<file path="src/rtl/spi_pkg.sv">
// Shared constants and state encodings for the SPI slave front end.
package spi_pkg;

   localparam int unsigned FRAME_W_DEF = 10;
   localparam int unsigned DATA_W_DEF  = 8;
   localparam int unsigned CNT_W       = 4;

   localparam logic [1:0] OP_WR_ADDR = 2'b00;
   localparam logic [1:0] OP_WR_DATA = 2'b01;
   localparam logic [1:0] OP_RD_ADDR = 2'b10;
   localparam logic [1:0] OP_RD_DATA = 2'b11;

   localparam logic [2:0] ST_IDLE      = 3'd0;
   localparam logic [2:0] ST_CHK_CMD   = 3'd1;
   localparam logic [2:0] ST_WRITE     = 3'd2;
   localparam logic [2:0] ST_READ_ADD  = 3'd3;
   localparam logic [2:0] ST_READ_DATA = 3'd4;

   typedef enum logic [2:0] {
      IDLE      = ST_IDLE,
      CHK_CMD   = ST_CHK_CMD,
      WRITE     = ST_WRITE,
      READ_ADD  = ST_READ_ADD,
      READ_DATA = ST_READ_DATA
   } state_t;

   // Progress within a frame-carrying state: shifting in, read-data
   // handshake (rx_valid cycle, guard cycle, wait for tx_valid, shift out),
   // then idle until ss_n rises.
   typedef enum logic [2:0] {
      PH_FRAME,
      PH_RXV,
      PH_GUARD,
      PH_WAIT_TX,
      PH_SHIFT,
      PH_HOLD
   } phase_t;

endpackage

</file>
<file path="src/rtl/spi_slave.sv">
// SPI slave: deserialises MOSI command frames for the RAM and serialises
// read data back on MISO, MSB first.
module spi_slave
   import spi_pkg::*;
#(
   parameter int unsigned FRAME_W = FRAME_W_DEF,
   parameter int unsigned DATA_W  = DATA_W_DEF
) (
   input  logic               clk,
   input  logic               rst_n,
   input  logic               ss_n,
   input  logic               mosi,
   output logic               miso,
   output logic [FRAME_W-1:0] rx_data,
   output logic               rx_valid,
   input  logic [DATA_W-1:0]  tx_data,
   input  logic               tx_valid
);

   state_t             state;
   phase_t             phase;
   logic               rd_addr_seen;
   logic [CNT_W-1:0]   cnt;
   logic [FRAME_W-2:0] rx_shift;
   logic [DATA_W-1:0]  tx_shift;

   // Command FSM with bit counter and both shift registers.
   always_ff @(posedge clk or negedge rst_n) begin
      if (!rst_n) begin
         state        <= IDLE;
         phase        <= PH_FRAME;
         miso         <= 1'b0;
         rx_data      <= '0;
         rx_valid     <= 1'b0;
         rd_addr_seen <= 1'b0;
         cnt          <= '0;
         rx_shift     <= '0;
         tx_shift     <= '0;
      end else begin
         rx_valid <= 1'b0;
         if (ss_n) begin
            state    <= IDLE;
            phase    <= PH_FRAME;
            miso     <= 1'b0;
            cnt      <= '0;
            rx_shift <= '0;
            tx_shift <= '0;
         end else begin
            case (state)
               IDLE: begin
                  state <= CHK_CMD;
               end
               CHK_CMD: begin
                  phase    <= PH_FRAME;
                  cnt      <= '0;
                  rx_shift <= '0;
                  if (!mosi)
                     state <= WRITE;
                  else if (rd_addr_seen)
                     state <= READ_DATA;
                  else
                     state <= READ_ADD;
               end
               WRITE, READ_ADD, READ_DATA: begin
                  case (phase)
                     PH_FRAME: begin
                        rx_shift <= {rx_shift[FRAME_W-3:0], mosi};
                        if (cnt == CNT_W'(FRAME_W - 1)) begin
                           rx_data  <= {rx_shift, mosi};
                           rx_valid <= 1'b1;
                           cnt      <= '0;
                           if (state == READ_ADD)
                              rd_addr_seen <= 1'b1;
                           phase <= (state == READ_DATA) ? PH_RXV : PH_HOLD;
                        end else begin
                           cnt <= cnt + 1'b1;
                        end
                     end
                     // Two dead cycles so a tx_valid left high by the previous read is ignored.
                     PH_RXV:   phase <= PH_GUARD;
                     PH_GUARD: phase <= PH_WAIT_TX;
                     PH_WAIT_TX: begin
                        if (tx_valid) begin
                           tx_shift <= tx_data;
                           cnt      <= '0;
                           phase    <= PH_SHIFT;
                        end
                     end
                     PH_SHIFT: begin
                        if (cnt == CNT_W'(DATA_W)) begin
                           miso         <= 1'b0;
                           rd_addr_seen <= 1'b0;
                           phase        <= PH_HOLD;
                        end else begin
                           miso     <= tx_shift[DATA_W-1];
                           tx_shift <= {tx_shift[DATA_W-2:0], 1'b0};
                           cnt      <= cnt + 1'b1;
                        end
                     end
                     default: begin
                        phase <= PH_HOLD;
                     end
                  endcase
               end
               default: begin
                  state <= IDLE;
               end
            endcase
         end
      end
   end

endmodule

</file>
<file path="config.mk">
export PLATFORM = sky130hd
export DESIGN_NAME = spi_slave
export DESIGN_NICKNAME = d
export VERILOG_FILES = /design/src/rtl/spi_pkg.sv /design/src/rtl/spi_slave.sv
export SDC_FILE = /design/constraint.sdc
export NUM_CORES = 1
export LEC_CHECK = 0
export BUFFER_PORTS_ARGS = -buffer_cell sky130_fd_sc_hd__buf_2
export CORE_ASPECT_RATIO = 1.25
export CORE_MARGIN = 1
export CORE_UTILIZATION = 30
export DETAILED_ROUTE_END_ITERATION = 16
export PLACE_DENSITY = 0.58
export REMOVE_ABC_BUFFERS = 1
export SKIP_LAST_GASP = 1
export SYNTH_ARGS = -nofsm -noshare
export SYNTH_HDL_FRONTEND = slang
export SYNTH_SLANG_ARGS = --single-unit
</file>
<file path="constraint.sdc">
create_clock -name clk -period 2.4 [get_ports clk]
set_input_delay 0 -clock clk [delete_from_list [all_inputs] [get_ports clk]]
set_output_delay 0 -clock clk [all_outputs]
set_load 0.005 [all_outputs]
</file>
==> impl_metrics.env <==
export IMPL_drtIter0Drc=115
export IMPL_cp_end_kind="flip-flop"
export IMPL_crit_arrival_ps=2250
export IMPL_critPathRequiredTime_ps=2530
export IMPL_yosysTopAreaCellShare=0.515
export IMPL_final_common_cell="dfrtp_1"
export IMPL_comb_power_share=0.075
export IMPL_drtPass1Iterations=4
export IMPL_hold_start="tx_data[1]"
export IMPL_cts_sink_count=40
export IMPL_reg2reg_from="state[2]$_DFFE_PN0P_"
export IMPL_async_flop_share=1.00
export IMPL_cts_tree="built"
export IMPL_min_period_over_period=0.885
export IMPL_p_total_mw=1.25
export IMPL_wl_per_cell_um=12.8
export IMPL_ios=25
export IMPL_wl_um=3980
export IMPL_drc=0
export IMPL_pwr_share_clk=0.373
export IMPL_finalCriticalPeriod_ps=2120
export IMPL_root_buffer="clkbuf_8"
export IMPL_cp_start_kind="flip-flop"
export IMPL_area_growth_pct=20.1
export IMPL_via_count=1474
export IMPL_syn_inst=190
export IMPL_status="finished, violations left"
export IMPL_num_antenna_cells=0
export IMPL_vias_per_cell=4.74
export IMPL_p_int_uw=949
export IMPL_p_sw_uw=300
export IMPL_clkLatencyLatePin_ps=290
export IMPL_clk_pin_slew_worst_paths_ps=80
export IMPL_r2r_end="rx_shift[8]$_DFFE_PN0P_"
export IMPL_p_sw_frac=0.240
export IMPL_synthDistinctLibCells=41
export IMPL_crit_start="state[2]$_DFFE_PN0P_"
export IMPL_nets=241
export IMPL_timing_fmax_ghz=0.471
export IMPL_grt_use_total=0.130
export IMPL_place_ws_ps=274
export IMPL_initial_utilization=0.313
export IMPL_power_frac_seq=0.552
export IMPL_ys_ff_latch=40
export IMPL_setup_viol=0
export IMPL_yosysTopAreaCell="dfrtp_1"
export IMPL_place_congestion=0.785
export IMPL_ys_warn_count=0
export IMPL_htree_levels=2
export IMPL_leakagePower_nw=1.06
export IMPL_dp_cells=295
export IMPL_drv_cap=0
export IMPL_grt_max_degree=41
export IMPL_grt_busiest_layer="met2"
export IMPL_peakVddDrop_mv=0.244
export IMPL_overflow=0
export IMPL_cts_buffers_inserted=5
export IMPL_yosysSeqAreaShare=0.515
export IMPL_avgSynthCellArea_sq_um=10.2
export IMPL_ant_nets=0
export IMPL_syn_area_sq_um=1940
export IMPL_timing_reg2reg_setup_slack_ps=280
export IMPL_powerDensity_nw_per_um2=536
export IMPL_core_sq_um=6210
export IMPL_row_count=32
export IMPL_grt_util_met3=0.0209
export IMPL_max_slew_margin=0.287
export IMPL_synth_area_leaders="dfrtp_1 52%, mux2_2 6.4%, o21ai_0 4.9%, nand3_1 3.4%, nand2_1 3.1%"
export IMPL_hold_path_endpoint="tx_shift[1]$_DFFE_PN0P_"
export IMPL_hp_class="input pin to flip-flop"
export IMPL_layout_common_cells="40 x dfrtp_1, 24 x buf_2, 19 x o21ai_0, 16 x nand2_1, 15 x inv_1"
export IMPL_grt_pass1_vias=1521
export IMPL_grt_met1_usage=0.167
export IMPL_rr_worst_depth=5
export IMPL_hold_viol_final=2
export IMPL_crit_fanout=18
export IMPL_io_buffers=24
export IMPL_worst_setup_path_type="flip-flop to flip-flop"
export IMPL_finalSetupTns_ps=0
export IMPL_grt_pass1_wl_um=6930
export IMPL_drive_above_1_share=0.235
export IMPL_met2_usage=0.214
export IMPL_hold_depth=3
export IMPL_failed_checks="hold timing"
export IMPL_rsz0062_at_grt="false"
export IMPL_clk_path_buf_depth=2
export IMPL_die_x_um=74.0
export IMPL_synth_ff_type="dfrtp_1"
export IMPL_worstMarginPinSlew_ps=1070
export IMPL_holdWs_ps=-1.74
export IMPL_slew_violations=0
export IMPL_antenna_found_initial=0
export IMPL_postCtsSetupRepairBufs=0
export IMPL_synth_edff_count=0
export IMPL_hpwl_um=2760
export IMPL_stdcell_count=311
export IMPL_fin_skew_ps=4.16
export IMPL_fp_dieH_um=92.0
export IMPL_die_area_sq_um=6800
export IMPL_fin_ws_ps=276
cells by family (layout without fill, tap and decap cells):
kind of cell               after synthesis  in the layout  synth area share
muxes                                   14             14            0.0793
AOI/OAI and AO/OA                       53             53             0.178
buffers and inverters                   23             59            0.0496
and+or+nand+nor                         57             57             0.159
DFF                                     40             40             0.515
adders and majority gates                3              3            0.0193
power groups by stage:
stage	logic [mW]	registers [mW]	clock network (mW)
3_5_place_dp	0.0857	0.703	0
5_1_grt	0.108	0.692	0.503
4_1_cts	0.0958	0.690	0.481
2_1_floorplan	0.0435	0.701	0
6_report	0.0935	0.690	0.466
3_3_place_gp	0.0844	0.703	0
Yosys cell counts (3+ instances only):
cell type,instances
mux2i_1,3
mux2_2,11
nand2b_1,4
nand2_1,16
a21oi_1,10
o21ai_0,19
dfrtp_1,40
nand3_1,13
clkbuf_1,5
ha_1,3
o2bb2ai_1,3
inv_1,15
nor2_1,10
a311oi_1,4
sequential cells by signal, indices dropped and copies added (netlist names):
signal,count
rx_valid,1
state,3
rx_shift,9
cnt,4
miso,1
tx_shift,8
phase,3
rx_data,10
rd_addr_seen,1
final cells by class:
cell class	count	area [sq um]
Inverter	15	56.3
Tap cell	85	106
Clock buffer	7	86.3
Timing Repair Buffer	36	230
Clock inverter	1	7.51
Multi-Input combinational cell	127	845
Fill cell	634	3870
Sequential cell	40	1000
metal layers:
| metal | vias to the layer above | wire length, um |
|---|---|---|
| li1 | 742 | - |
| met2 | 20 | 1970 |
| met3 | 8 | 77 |
| met5 | - | 0 |
| met4 | 0 | 87 |
| met1 | 704 | 1850 |
worst max-delay path by stage:
stage,end,slack [ps],cells after the start
final,rx_shift[8]$_DFFE_PN0P_,280,5
after floorplan,rx_data[0]$_DFFE_PN0P_,280,4
after detailed placement,rx_shift[2]$_DFFE_PN0P_,270,4
after CTS,rx_shift[2]$_DFFE_PN0P_,250,5
after global routing,rx_shift[8]$_DFFE_PN0P_,20,5
after global placement,rx_data[4]$_DFFE_PN0P_,310,5
repair_timing:
item                                   4_1_cts  5_1_grt
endpoints found under the hold margin       47        0
resized for setup                            0        0
hold buffers                                 8        0
critical path: stages (launching register included):
cell	delay (ps)
dfrtp_1	460
or3_1	390
a21oi_1	460
a21oi_1	360
nand3_1	200
o21ai_0	100
metrics by stage:
stage | instance area, sq um | utilization
4_1_cts | 2330 | 0.376
5_1_grt | 2330 | 0.376
3_3_place_gp | 2160 | 0.348
2_1_floorplan | 1900 | -
6_report | 2330 | 0.376
3_5_place_dp | 2160 | 0.348
No activity file was read; power rests on OpenSTA's default activity.
